### src/rtl/dmem_access_ctrl_if.sv
// Data-memory bus: single-outstanding valid/ready request channel
// plus a response channel carrying read data and an error flag.
`ifndef DM_OPSLEN
`define DM_OPSLEN 4
`endif

interface dmem_access_ctrl_if;
    logic        bus_req_valid;
    logic        bus_req_ready;
    logic        bus_we;
    logic [31:0] bus_addr;
    logic [31:0] bus_wdata;
    logic [3:0]  bus_be;
    logic        bus_rsp_valid;
    logic [31:0] bus_rsp_rdata;
    logic        bus_rsp_err;

    modport master (
        output bus_req_valid, bus_we, bus_addr, bus_wdata, bus_be,
        input  bus_req_ready, bus_rsp_valid, bus_rsp_rdata, bus_rsp_err
    );

    modport slave (
        input  bus_req_valid, bus_we, bus_addr, bus_wdata, bus_be,
        output bus_req_ready, bus_rsp_valid, bus_rsp_rdata, bus_rsp_err
    );
endinterface

### src/rtl/dmem_access_ctrl.sv
// Memory/writeback data access sequencer: one load or store at a time.
// Optional macro DMEM_TIMEOUT_EN bounds REQ+WAIT to TIMEOUT_CYCLES.
`ifndef DM_OPSLEN
`define DM_OPSLEN 4
`endif

module dmem_access_ctrl #(
    parameter int TIMEOUT_CYCLES = 64
) (
    input  logic                  clk,
    input  logic                  rst,
    input  logic                  rd_en,
    input  logic                  wr_en,
    input  logic [`DM_OPSLEN-1:0] rd_op,
    input  logic [`DM_OPSLEN-1:0] wr_op,
    input  logic [31:0]           addr,
    input  logic [31:0]           wdata,
    output logic                  stall,
    output logic                  done,
    output logic [31:0]           rdata,
    output logic                  misalign_exc,
    output logic                  access_fault,
    dmem_access_ctrl_if.master    mem
);

    typedef enum logic [1:0] {IDLE, REQ, WAIT, DONE} state_t;

    state_t      state;
    logic [2:0]  f3_q;
    logic [1:0]  off_q;
    logic        load_q;
    logic        we_q;
    logic [31:0] addr_q;
    logic [31:0] wdata_q;
    logic [3:0]  be_q;

    logic                  access;
    logic [`DM_OPSLEN-1:0] op;
    logic [2:0]            f3;
    logic                  illegal;
    logic                  misal;
    logic                  expired;

    if (TIMEOUT_CYCLES < 1) begin : g_bad_timeout
        $error("TIMEOUT_CYCLES must be at least 1");
    end

    function automatic logic [3:0] byte_en(input logic [1:0] sz,
                                           input logic [1:0] o);
        case (sz)
            2'b00:   byte_en = 4'b0001 << o;
            2'b01:   byte_en = 4'b0011 << {o[1], 1'b0};
            default: byte_en = 4'b1111;
        endcase
    endfunction

    function automatic logic [31:0] store_repl(input logic [31:0] d,
                                               input logic [1:0]  sz);
        case (sz)
            2'b00:   store_repl = {4{d[7:0]}};
            2'b01:   store_repl = {2{d[15:0]}};
            default: store_repl = d;
        endcase
    endfunction

    function automatic logic [31:0] load_ext(input logic [31:0] w,
                                             input logic [2:0]  f,
                                             input logic [1:0]  o);
        logic [31:0] s;
        s = w >> {o, 3'b000};
        case (f)
            3'b000:  load_ext = {{24{s[7]}}, s[7:0]};
            3'b001:  load_ext = {{16{s[15]}}, s[15:0]};
            3'b100:  load_ext = {24'd0, s[7:0]};
            3'b101:  load_ext = {16'd0, s[15:0]};
            default: load_ext = s;
        endcase
    endfunction

    assign access = rd_en | wr_en;
    assign op     = rd_en ? rd_op : wr_op;
    assign f3     = op[2:0];

    // Classify the access presented in IDLE as illegal or misaligned
    always_comb begin
        illegal = (rd_en & wr_en) | op[3];
        if (rd_en) begin
            illegal = illegal | (f3 == 3'b011) | (f3 == 3'b110) |
                      (f3 == 3'b111);
        end else begin
            illegal = illegal | f3[2] | (f3[1:0] == 2'b11);
        end
        misal = ((f3[1:0] == 2'b01) & addr[0]) |
                ((f3[1:0] == 2'b10) & (addr[1:0] != 2'b00));
    end

`ifdef DMEM_TIMEOUT_EN
    logic [31:0] cnt;

    assign expired = (cnt == 32'(TIMEOUT_CYCLES - 1));

    // Count cycles spent in REQ+WAIT; idle keeps it at zero for the next entry
    always_ff @(posedge clk) begin
        if (!rst) begin
            cnt <= '0;
        end else if (state == IDLE) begin
            cnt <= '0;
        end else if (state == REQ || state == WAIT) begin
            cnt <= cnt + 32'd1;
        end
    end
`else
    assign expired = 1'b0;
`endif

    // Access sequencer: latch request, drive bus, capture response
    always_ff @(posedge clk) begin
        if (!rst) begin
            state        <= IDLE;
            f3_q         <= '0;
            off_q        <= '0;
            load_q       <= 1'b0;
            we_q         <= 1'b0;
            addr_q       <= '0;
            wdata_q      <= '0;
            be_q         <= '0;
            rdata        <= '0;
            misalign_exc <= 1'b0;
            access_fault <= 1'b0;
        end else begin
            case (state)
                IDLE: begin
                    if (access) begin
                        f3_q    <= f3;
                        off_q   <= addr[1:0];
                        load_q  <= rd_en;
                        we_q    <= ~rd_en;
                        addr_q  <= {addr[31:2], 2'b00};
                        wdata_q <= store_repl(wdata, f3[1:0]);
                        be_q    <= byte_en(f3[1:0], addr[1:0]);
                        if (illegal) begin
                            access_fault <= 1'b1;
                            state        <= DONE;
                        end else if (misal) begin
                            misalign_exc <= 1'b1;
                            state        <= DONE;
                        end else begin
                            state <= REQ;
                        end
                    end
                end
                REQ: begin
                    if (expired) begin
                        access_fault <= 1'b1;
                        state        <= DONE;
                    end else if (mem.bus_req_ready) begin
                        state <= WAIT;
                    end
                end
                WAIT: begin
                    if (expired) begin
                        access_fault <= 1'b1;
                        state        <= DONE;
                    end else if (mem.bus_rsp_valid) begin
                        state <= DONE;
                        if (mem.bus_rsp_err) begin
                            access_fault <= 1'b1;
                            rdata        <= '0;
                        end else if (load_q) begin
                            rdata <= load_ext(mem.bus_rsp_rdata, f3_q, off_q);
                        end else begin
                            rdata <= '0;
                        end
                    end
                end
                DONE: begin
                    state        <= IDLE;
                    rdata        <= '0;
                    misalign_exc <= 1'b0;
                    access_fault <= 1'b0;
                end
                default: state <= IDLE;
            endcase
        end
    end

    assign stall = ((state == IDLE) & access) | (state == REQ) |
                   (state == WAIT);
    assign done  = (state == DONE);

    assign mem.bus_req_valid = (state == REQ);
    assign mem.bus_we        = we_q;
    assign mem.bus_addr      = addr_q;
    assign mem.bus_wdata     = wdata_q;
    assign mem.bus_be        = be_q;

endmodule

### src/flat_wrapper.sv
// flat-port wrapper written by rule: the top's interface ports become plain ports
module dmem_access_ctrl_flat 
#(
    parameter int TIMEOUT_CYCLES = 64
)
  (clk, rst, rd_en, wr_en, rd_op, wr_op, addr, wdata, stall, done, rdata, misalign_exc, access_fault, mem_bus_req_valid, mem_bus_we, mem_bus_addr, mem_bus_wdata, mem_bus_be, mem_bus_req_ready, mem_bus_rsp_valid, mem_bus_rsp_rdata, mem_bus_rsp_err);
  dmem_access_ctrl_if mem_i ();
  input  logic clk;
  input  logic rst;
  input  logic rd_en;
  input  logic wr_en;
  input  logic [`DM_OPSLEN-1:0] rd_op;
  input  logic [`DM_OPSLEN-1:0] wr_op;
  input  logic [31:0] addr;
  input  logic [31:0] wdata;
  output logic stall;
  output logic done;
  output logic [31:0] rdata;
  output logic misalign_exc;
  output logic access_fault;
  output wire logic [$bits(mem_i.bus_req_valid)-1:0] mem_bus_req_valid;
  output wire logic [$bits(mem_i.bus_we)-1:0] mem_bus_we;
  output wire logic [$bits(mem_i.bus_addr)-1:0] mem_bus_addr;
  output wire logic [$bits(mem_i.bus_wdata)-1:0] mem_bus_wdata;
  output wire logic [$bits(mem_i.bus_be)-1:0] mem_bus_be;
  input wire logic [$bits(mem_i.bus_req_ready)-1:0] mem_bus_req_ready;
  input wire logic [$bits(mem_i.bus_rsp_valid)-1:0] mem_bus_rsp_valid;
  input wire logic [$bits(mem_i.bus_rsp_rdata)-1:0] mem_bus_rsp_rdata;
  input wire logic [$bits(mem_i.bus_rsp_err)-1:0] mem_bus_rsp_err;
  assign mem_bus_req_valid = mem_i.bus_req_valid;
  assign mem_bus_we = mem_i.bus_we;
  assign mem_bus_addr = mem_i.bus_addr;
  assign mem_bus_wdata = mem_i.bus_wdata;
  assign mem_bus_be = mem_i.bus_be;
  assign mem_i.bus_req_ready = mem_bus_req_ready;
  assign mem_i.bus_rsp_valid = mem_bus_rsp_valid;
  assign mem_i.bus_rsp_rdata = mem_bus_rsp_rdata;
  assign mem_i.bus_rsp_err = mem_bus_rsp_err;
  dmem_access_ctrl #(.TIMEOUT_CYCLES(TIMEOUT_CYCLES)) u_core (.clk(clk), .rst(rst), .rd_en(rd_en), .wr_en(wr_en), .rd_op(rd_op), .wr_op(wr_op), .addr(addr), .wdata(wdata), .stall(stall), .done(done), .rdata(rdata), .misalign_exc(misalign_exc), .access_fault(access_fault), .mem(mem_i));
endmodule
### config.mk
export PLATFORM = sky130hd
export DESIGN_NAME = dmem_access_ctrl_flat
export DESIGN_NICKNAME = d
export VERILOG_FILES = /design/src/rtl/dmem_access_ctrl_if.sv /design/src/rtl/dmem_access_ctrl.sv /design/src/flat_wrapper.sv
export SDC_FILE = /design/constraint.sdc
export NUM_CORES = 1
export LEC_CHECK = 0
export CAP_MARGIN = 20
export CORE_ASPECT_RATIO = 2
export CORE_MARGIN = 2
export CORE_UTILIZATION = 23
export CTS_BUF_LIST = sky130_fd_sc_hd__clkbuf_16
export DETAILED_ROUTE_END_ITERATION = 7
export SYNTH_ARGS = -nofsm -noshare
export SYNTH_HDL_FRONTEND = slang
export SYNTH_SLANG_ARGS = --single-unit
### constraint.sdc
create_clock -name clk -period 1.7 [get_ports clk]
set_input_delay 0.34 -clock clk [delete_from_list [all_inputs] [get_ports clk]]
set_output_delay 0.34 -clock clk [all_outputs]
set_load 0.02 [all_outputs]
==> flow_metrics.tcl, run 1 <==
set metrics [dict create \
    outcome "complete, but fails checks" \
    violations "negative setup slack" \
    drv_cap 0 \
    root_buffer "clkbuf_16" \
    grt_pass1_vias 5340 \
    worstRegToRegCells 8 \
    synth.distinct_cells 56 \
    via_per_inst 4.65 \
    start_util_pct 23.4 \
    async_flop_share_pct 0 \
    finalMaxSlewViolations 0 \
    die_h_um 214 \
    antenna_found_initial 0 \
    drive_above_1_share_pct 19.3 \
    final_cell_mix "clkdlybuf4s50_1 (163), nand2_1 (109), dfxtp_1 (105)" \
    r2r_end "u_core.mem.bus_wdata[10]$_SDFFE_PN0P_" \
    wl_mm 19.9 \
    max_freq_ghz 0.546 \
    gp_congestion 0.808 \
    start_kind "flop" \
    crit_path_end_kind "output pin" \
    fin_crit_ns 1.83 \
    synthCells 594 \
    power_mw 11.1 \
    firstDrtPassIters 5 \
    hold-worst-slack_ns 0.454 \
    cts_buffers 9 \
    dp_hpwl_mm 14.6 \
    rsz0062_at_grt "true" \
    fin_crit_sh_pct 108 \
    timing.hold.worst_endpoint "u_core.mem.bus_addr[24]$_SDFFE_PN0P_" \
    rrSetupSlack_ns 0.01 \
    finalSetupViolCount 1 \
    vias 5234 \
    tritoncts "built" \
    whs_path_depth 2 \
    nFillCells 2164 \
    grt_first_pass_wirelength_mm 28.9 \
    cp_common_cell "buf_6" \
    register_area_mm2 0.00219 \
    postLayoutCoreUtil_pct 40.3 \
    design.core.area_mm2 0.0216 \
    worst_slack_ns -0.131 \
    final_common_cell "clkdlybuf4s50_1" \
    io_pins 217 \
    critPathMaxFanout 3 \
    worst-path-buf-inv 2 \
    cts.sink_count 109 \
    wl_per_cell_um 17.7 \
    yosysSeqAreaShare_pct 43.2 \
    cts_max_path_buffers 2 \
    hold_start "u_core.mem.bus_addr[24]$_SDFFE_PN0P_" \
    hold_viol_final 0 \
    power_density_mw_per_mm2 1270 \
    crit_required_ns 1.36 \
    crit_arrival_ns 1.49 \
    final_net_count 963 \
    fin_area_mm2 0.00871 \
    place_area_mm2 0.00795 \
    syn_area_per_cell_um2 8.51 \
    multiInputGateArea_mm2 0.00285 \
    slowest_stage "or3_4" \
    antenna_cells 0 \
    fin_skew_ns 0.0109 \
    cts_max_level 3 \
    synth.cell_area_mm2 0.00506 \
    path_cells "buf_6, ha_4, or3_4, buf_6" \
    path_class "reg2out" \
    dieArea_mm2 0.0233 \
    max_stage_delay_ns 0.38 \
    die_w_um 109 \
    grt_max_degree 46 \
    area_growth_pct 72.2 \
    place_ws_ns -0.543 \
    synth_ff_type "dfxtp_1" \
    hold_class "reg2reg" \
    drt_iter0_drc 173 \
    grt.total_usage_pct 16.5 \
    critical_path.top_delay_family "simple AND/OR/NAND/NOR gates" \
    vdd_drop_max_v 0.000580 \
    synth-edff-count 0 \
    rr_startpoint "u_core.state[0]$_SDFFE_PN0P_" \
    synth-seq-cells 109 \
    ant_nets 0 \
    gr-total-overflow 0 \
    drc 0 \
    leakage_nw 3.70 \
    synth_warnings 0 \
    rows 76 \
    path_clk_slew_ns 0.08 \
    clk_latency_ns 0.35 \
    numPortBuffers 214 \
]
[metal layers]
| layer | global-route usage [%] | vias up | share of wire, % |
|---|---|---|---|
| met4 | 10.9 | 0 | 5.4 |
| met1 | 15.6 | 2430 | 33 |
| met3 | 2.98 | 47 | 5.1 |
| li1 | - | 2578 | - |
| met2 | 31.4 | 179 | 57 |
| met5 | 0 | - | 0 |
[stage by stage]
step | instances | TNS, ns
global route | 1126 | -1.55
detailed placement | 1096 | -30.45
finish | 1126 | -0.131
floorplan | 595 | 0
global placement | 1096 | -28.49
CTS | 1121 | -0.682
[how the worst max path moves through the flow]
| stage | to | start | cells past startpoint | slack, ns |
|---|---|---|---|---|
| floorplan | u_core.rdata[18]$_SDFFE_PN0P_ | u_core.state[0]$_SDFFE_PN0P_ | 8 | 0.02 |
| CTS | stall | u_core.state[1]$_SDFFE_PN0P_ | 6 | -0.16 |
| detailed placement | stall | rd_en | 5 | -0.54 |
| global route | stall | u_core.state[1]$_SDFFE_PN0P_ | 6 | -0.18 |
| global placement | stall | rd_en | 5 | -0.54 |
| finish | stall | u_core.state[1]$_SDFFE_PN0P_ | 4 | -0.13 |
[synthesized netlist by cell type (2+ instances only)]
cell | instances | area [um2]
a211oi_1 | 19 | 143
a21boi_2 | 6 | 67.6
clkbuf_1 | 20 | 75.1
a311oi_1 | 8 | 70.1
o2bb2ai_1 | 8 | 70.1
a21boi_0 | 9 | 67.6
ha_1 | 4 | 50.1
mux2_2 | 9 | 101
nor3_1 | 2 | 10.0
and2_1 | 9 | 56.3
buf_2 | 21 | 105
nand3_1 | 10 | 50.1
dfxtp_1 | 109 | 2180
o21ai_0 | 21 | 105
o211ai_1 | 2 | 15.0
nand2_1 | 114 | 428
mux2i_1 | 33 | 330
buf_4 | 7 | 52.6
o22ai_1 | 2 | 12.5
nor2b_1 | 5 | 31.3
a21oi_1 | 58 | 290
nor2_1 | 51 | 191
a22oi_1 | 24 | 180
nor3b_1 | 2 | 15.0
a21oi_2 | 4 | 35.0
nand2b_1 | 2 | 12.5
inv_1 | 6 | 22.5
[report_power, final]
part           internal (mW)  switching (mW)  total (mW)
Clock                   1.14            1.00        2.14
Sequential              3.09           0.313        3.41
Combinational           2.56            3.00        5.55
[logic make-up (layout without fill, tap and decap cells)]
group	after synthesis	after routing	synth area share [%]
and+or+nand+nor	206	206	17.5
AOI/OAI and AO/OA	170	170	22.5
DFF	109	109	43.2
buffers and inverters	57	315	5.74
muxes	45	45	9.70
adders and majority gates	4	4	0.990
xor gates and xnor gates	2	2	0.347
other	1	2	0.0742
[sequential cells by signal, indices dropped and copies added (netlist names)]
signal and flops:
u_core.mem.bus_wdata 32, u_core.rdata 32, u_core.mem.bus_addr 30, u_core.mem.bus_be 4
u_core.f3_q 3, u_core.off_q 2, u_core.state 2, u_core.access_fault 1
u_core.load_q 1, u_core.mem.bus_we 1, u_core.misalign_exc 1
[what timing repair did]
item,CTS,global route
endpoints found under the setup margin,113,93
resized for setup,67,68
buffers inserted,7,2
hold buffers,0,0
hold endpoints to repair,0,0
pin swaps,3,18
gates cloned,2,3
[worst register-to-register path, stage by stage, from the launching register on]
cell and delay, ns:
dfxtp_2 0.33, inv_2 0.09, ha_4 0.16, inv_4 0.04, nor2_4 0.10, buf_6 0.27
buf_12 0.27, nor2_1 0.09, a311oi_1 0.25
[layout make-up]
type,instances,area share [%]
sequential,109,25.1
tap,273,3.92
inverter,7,0.359
clock buffer,9,2.59
timing repair buffer,292,34.6
multi-input combinational,429,32.7
clock inverter,7,0.761
Note: power is estimated with default switching activity, not from simulation.
==> inputs of run 2 (changes only) <==
SKIP_CTS_REPAIR_TIMING = 1   (was unset)
TNS_END_PERCENT = 1   (was unset)
clock period = 1.5 ns   (was 1.7 ns; I/O delays follow)
==> run 2 against run 1 <==
The run still ends with negative setup slack left. Cell count grew 0.80%. Highest routed layer unchanged. Clock power grew 13%. Critical path depth grew 2. Via count shrank 0.29%.
==> flow_metrics.tcl, run 2 (synthesized netlist as in run 1, its figures left out) <==
set metrics [dict create \
    firstDrtPassIters 4 \
    violations "negative setup slack" \
    place_ws_ns -0.687 \
    nFillCells 2129 \
    rr_startpoint "u_core.state[0]$_SDFFE_PN0P_" \
    io_pins 217 \
    gr-total-overflow 0 \
    path_cells "inv_2, ha_4, inv_4, nor2_4, or3_4, buf_6" \
    cts_max_level 3 \
    worst_slack_ns -0.322 \
    crit_required_ns 1.20 \
    multiInputGateArea_mm2 0.00278 \
    tritoncts "built" \
    fin_area_mm2 0.00889 \
    critPathMaxFanout 3 \
    dieArea_mm2 0.0233 \
    r2r_end "u_core.state[0]$_SDFFE_PN0P_" \
    fin_crit_sh_pct 121 \
    wl_mm 19.4 \
    hold_start "u_core.mem.bus_wdata[7]$_SDFFE_PN0P_" \
    wl_per_cell_um 17.1 \
    antenna_cells 0 \
    max_stage_delay_ns 0.38 \
    postLayoutCoreUtil_pct 41.2 \
    register_area_mm2 0.00219 \
    worstRegToRegCells 9 \
    cts_max_path_buffers 2 \
    outcome "complete, but fails checks" \
    ant_nets 0 \
    timing.hold.worst_endpoint "u_core.mem.bus_wdata[7]$_SDFFE_PN0P_" \
    dp_hpwl_mm 15.0 \
    numPortBuffers 214 \
    hold_viol_final 0 \
    antenna_found_initial 0 \
    drv_cap 0 \
    met3_usage_pct 2.67 \
    die_w_um 109 \
    drt_iter0_drc 162 \
    hold_class "reg2reg" \
    crit_arrival_ns 1.52 \
    path_class "reg2out" \
    design.core.area_mm2 0.0216 \
    leakage_nw 4.96 \
    gp_congestion 0.805 \
    worst-path-buf-inv 3 \
    drive_above_1_share_pct 19.0 \
    grt_first_pass_wirelength_mm 28.7 \
    final_cell_mix "nand2_1 (113), dlymetal6s2s_1 (107), dfxtp_1 (105)" \
    rrSetupSlack_ns -0.25 \
    final_net_count 972 \
    final_common_cell "nand2_1" \
    critical_path.top_delay_family "simple AND/OR/NAND/NOR gates" \
    area_growth_pct 75.8 \
    path_clk_slew_ns 0.07 \
    power_density_mw_per_mm2 1400 \
    slowest_stage "or3_4" \
    rsz0062_at_grt "true" \
    rows 76 \
    start_util_pct 23.4 \
    finalMaxSlewViolations 0 \
    fin_skew_ns 0.00810 \
    grt.total_usage_pct 16.4 \
    cts_buffers 9 \
    vdd_drop_max_v 0.000631 \
    place_area_mm2 0.00812 \
    crit_path_end_kind "output pin" \
    grt_use_met1_pct 15.8 \
    grt_max_degree 58 \
    vias 5219 \
    fin_crit_ns 1.82 \
    clk_latency_ns 0.35 \
    busiest_layer "met2" \
    via_per_inst 4.60 \
    root_buffer "clkbuf_16" \
    cts.sink_count 109 \
    whs_path_depth 2 \
    die_h_um 214 \
    finalSetupViolCount 69 \
    setup-tns-final_ns -11.05 \
    use_met2_pct 32.2 \
    grt_pass1_vias 5311 \
    max_freq_ghz 0.549 \
    start_kind "flop" \
    drc 0 \
    power_mw 12.5 \
]
-- run 2: changes by cell type in the layout (fill, tap and decap cells not counted), sizes merged --
cell / delta
buf: +10
bufbuf: -1
clkdlybuf4s50: -59
clkinv: -4
clkinvlp: +2
dlygate4sd2: -24
dlymetal6s2s: +83
inv: +2
-- run 2: worst min-delay path: cells and delay by family, from the launching register on --
kind,cells,cell delay [ns]
simple gates,1,0.05
compound gates,1,0.05
flops,1,0.31
-- run 2: worst max-delay path by stage --
stage / start / end / slack [ns] / cells after the start
finish: u_core.state[0]$_SDFFE_PN0P_ / stall / -0.32 / 6
floorplan: u_core.off_q[1]$_SDFFE_PN0P_ / u_core.rdata[18]$_SDFFE_PN0P_ / -0.10 / 6
CTS: u_core.state[0]$_SDFFE_PN0P_ / stall / -0.83 / 6
global route: u_core.state[0]$_SDFFE_PN0P_ / u_core.state[0]$_SDFFE_PN0P_ / -0.38 / 9
detailed placement: rd_en / stall / -0.69 / 5
global placement: rd_en / u_core.mem.bus_wdata[26]$_SDFFE_PN0P_ / -0.68 / 8
-- run 2: power breakdown --
group / switching (mW) / leakage, nW / total [mW] / internal [mW]
Clock: 1.12 / 0.140 / 2.41 / 1.29
Sequential: 0.330 / 0.894 / 3.83 / 3.50
Combinational: 3.32 / 3.92 / 6.21 / 2.89
Total: 4.77 / 4.96 / 12.5 / 7.68
-- run 2: metrics by stage --
step	cells	hold slack, ns
final	1135	0.453
after global placement	1115	0.441
after CTS	1131	0.456
after detailed placement	1115	0.446
after global routing	1135	0.471
after floorplan	595	0.436
-- run 2: routing by layer --
metal / vias to the layer above / wire (um)
met5: - / 0
met4: 0 / 736
met3: 29 / 747
met2: 149 / 11100
met1: 2437 / 6760
li1: 2604 / -
-- run 2: layout make-up --
| class | instances | share of cell area, % |
|---|---|---|
| inverter | 7 | 0.324 |
| sequential | 109 | 24.6 |
| multi-input combinational | 429 | 31.3 |
| clock buffer | 9 | 2.53 |
| timing repair buffer | 301 | 36.6 |
| tap | 273 | 3.84 |
| clock inverter | 7 | 0.774 |
==> inputs of run 3 (changes only) <==
ABC_CLOCK_PERIOD_IN_PS = 1500   (was unset)
CORE_UTILIZATION = 39   (was 23)
PLACE_DENSITY = 0.78   (was unset)
==> run 3 against run 2 <==
The run still ends with negative setup slack left. Cell count is 11% lower. Largest cell class unchanged. Clock skew about the same. Critical path type unchanged. Die area shrank 40%. Combinational power decreased by 2%. Maximum frequency increased by 1.1%. Design area shrank 2.4%. Routed wire length is 5.3% lower. Total power is 0.58% lower. Register-to-register slack worse by 0.05 ns. Count of clock-buffer cells in the layout unchanged. Worst setup slack better by 0.020 ns. Core utilization up 28 points.
==> flow_metrics.tcl, run 3 (synthesized netlist as in run 1, its figures left out) <==
set metrics [dict create \
    outcome "complete, but fails checks" \
    violations "negative setup slack" \
    crit_path_end_kind "output pin" \
    finalMaxSlewViolations 0 \
    firstDrtPassIters 4 \
    rsz0062_at_grt "true" \
    antenna_cells 0 \
    drt_iter0_drc 248 \
    comb_power_share_pct 48.9 \
    path_class "reg2out" \
    crit_required_ns 1.20 \
    crit_arrival_ns 1.50 \
    hold_class "reg2reg" \
    die_h_um 165 \
    antenna_found_initial 0 \
    vdd_drop_max_v 0.000926 \
    grt_first_pass_wirelength_mm 26.3 \
    p_seq_share_pct 31.2 \
    intPower_mw 7.63 \
    final_cell_mix "nand2_1 (113), clkdlybuf4s50_1 (107), dfxtp_1 (106)" \
    clk_latency_ns 0.34 \
    gr-total-overflow 0 \
    grt_max_degree 53 \
    dieArea_mm2 0.0139 \
    power_mw 12.4 \
    grt.total_usage_pct 23.7 \
    leakage_nw 4.89 \
    critPathMaxFanout 3 \
    hold_viol_final 0 \
    worst_slack_ns -0.302 \
    fin_crit_ns 1.80 \
    start_kind "flop" \
    cts_max_path_buffers 2 \
    tritoncts "built" \
    root_buffer "clkbuf_16" \
    path_clk_slew_ns 0.08 \
    drv_cap 0 \
    final_net_count 967 \
    max_stage_delay_ns 0.38 \
    via_per_inst 5.37 \
    wl_per_cell_um 18.2 \
    p_sw_share_pct 38.4 \
    setup-tns-final_ns -9.62 \
    design.core.area_mm2 0.0126 \
    switching_power_mw 4.75 \
    final_common_cell "nand2_1" \
    dp_hpwl_mm 13.5 \
    worst-path-buf-inv 2 \
    die_w_um 84.5 \
    fin_skew_ns 0.00842 \
    grt_pass1_vias 5390 \
    rows 58 \
    gp_congestion 0.871 \
    path_cells "buf_4, ha_4, or3_4, buf_6" \
    power_density_mw_per_mm2 1430 \
    start_util_pct 40.0 \
    place_ws_ns -0.709 \
    hold-worst-slack_ns 0.450 \
    wl_mm 18.3 \
    critical_path.top_delay_family "simple AND/OR/NAND/NOR gates" \
    max_freq_ghz 0.555 \
    ant_nets 0 \
    fin_crit_sh_pct 120 \
    drive_above_1_share_pct 18.6 \
    clockPowerShare_pct 19.9 \
    drc 0 \
    cts_buffers 9 \
    finalSetupViolCount 73 \
    vias 5405 \
    area_growth_pct 71.6 \
    slowest_stage "or3_4" \
    cts.sink_count 109 \
    numPortBuffers 214 \
    io_pins 217 \
    cts_max_level 3 \
]
## run 3: changes by cell type in the layout (fill, tap and decap cells not counted), moves of 2 or more
cell	previous run	this run
a211oi_1	16	18
a211oi_2	3	1
a21boi_1	5	3
a21boi_2	7	9
buf_12	13	10
buf_4	66	61
buf_8	0	2
clkdlybuf4s50_1	104	107
dfxtp_2	4	2
dlymetal6s2s_1	107	104
inv_1	5	3
nand2_8	0	2
o21ai_0	16	14
o21ai_1	4	6
## run 3: path summary, 6_finish.rpt
check	start	endpoint	slack (ns)	cells after the start
hold / removal	u_core.mem.bus_addr[9]$_SDFFE_PN0P_	u_core.mem.bus_addr[9]$_SDFFE_PN0P_	0.45	2
setup / recovery	u_core.state[0]$_SDFFE_PN0P_	stall	-0.30	4
hold reg to reg	u_core.mem.bus_addr[9]$_SDFFE_PN0P_	u_core.mem.bus_addr[9]$_SDFFE_PN0P_	0.45	2
setup reg to reg	u_core.state[1]$_SDFFE_PN0P_	u_core.rdata[19]$_SDFFE_PN0P_	-0.30	10
## run 3: tightest hold or removal path: cells and delay by family, from the launching register on
kind | cells | cell delay [ns]
AND/OR/NAND/NOR | 1 | 0.05
flip-flops | 1 | 0.31
AO/OA/AOI/OAI | 1 | 0.05
## run 3: layer usage
metal	share of wire [%]	track usage, %	vias to the layer above
li1	-	-	2596
met1	34	22.6	2573
met2	57	45.5	186
met3	4.0	4.35	50
met4	5.0	14.9	0
met5	0	0	-
## run 3: power groups by stage
stage	Sequential [mW]	Combinational [mW]	Clock (mW)
after global routing	3.93	6.45	2.64
after floorplan	4.51	2.40	0
after detailed placement	3.91	5.74	0
after CTS	3.85	5.77	2.51
final	3.86	6.06	2.46
after global placement	3.88	5.63	0
## run 3: through the flow
stage | instance area (um2) | util, % | cells
floorplan | 5090 | - | 595
global placement | 7880 | 62.4 | 986
detailed placement | 7880 | 62.4 | 986
CTS | 8190 | 64.8 | 1002
global route | 8670 | 68.7 | 1007
finish | 8670 | 68.7 | 1007
## run 3: area by class of cell
cell class                      instances  area, um2
Fill cell                             988       3950
Timing Repair Buffer                  295       3170
Multi-Input combinational cell        430       2790
Sequential cell                       109       2190
Clock buffer                            9        225
Tap cell                              150        188
Clock inverter                          7       82.6
Inverter                                7       31.3
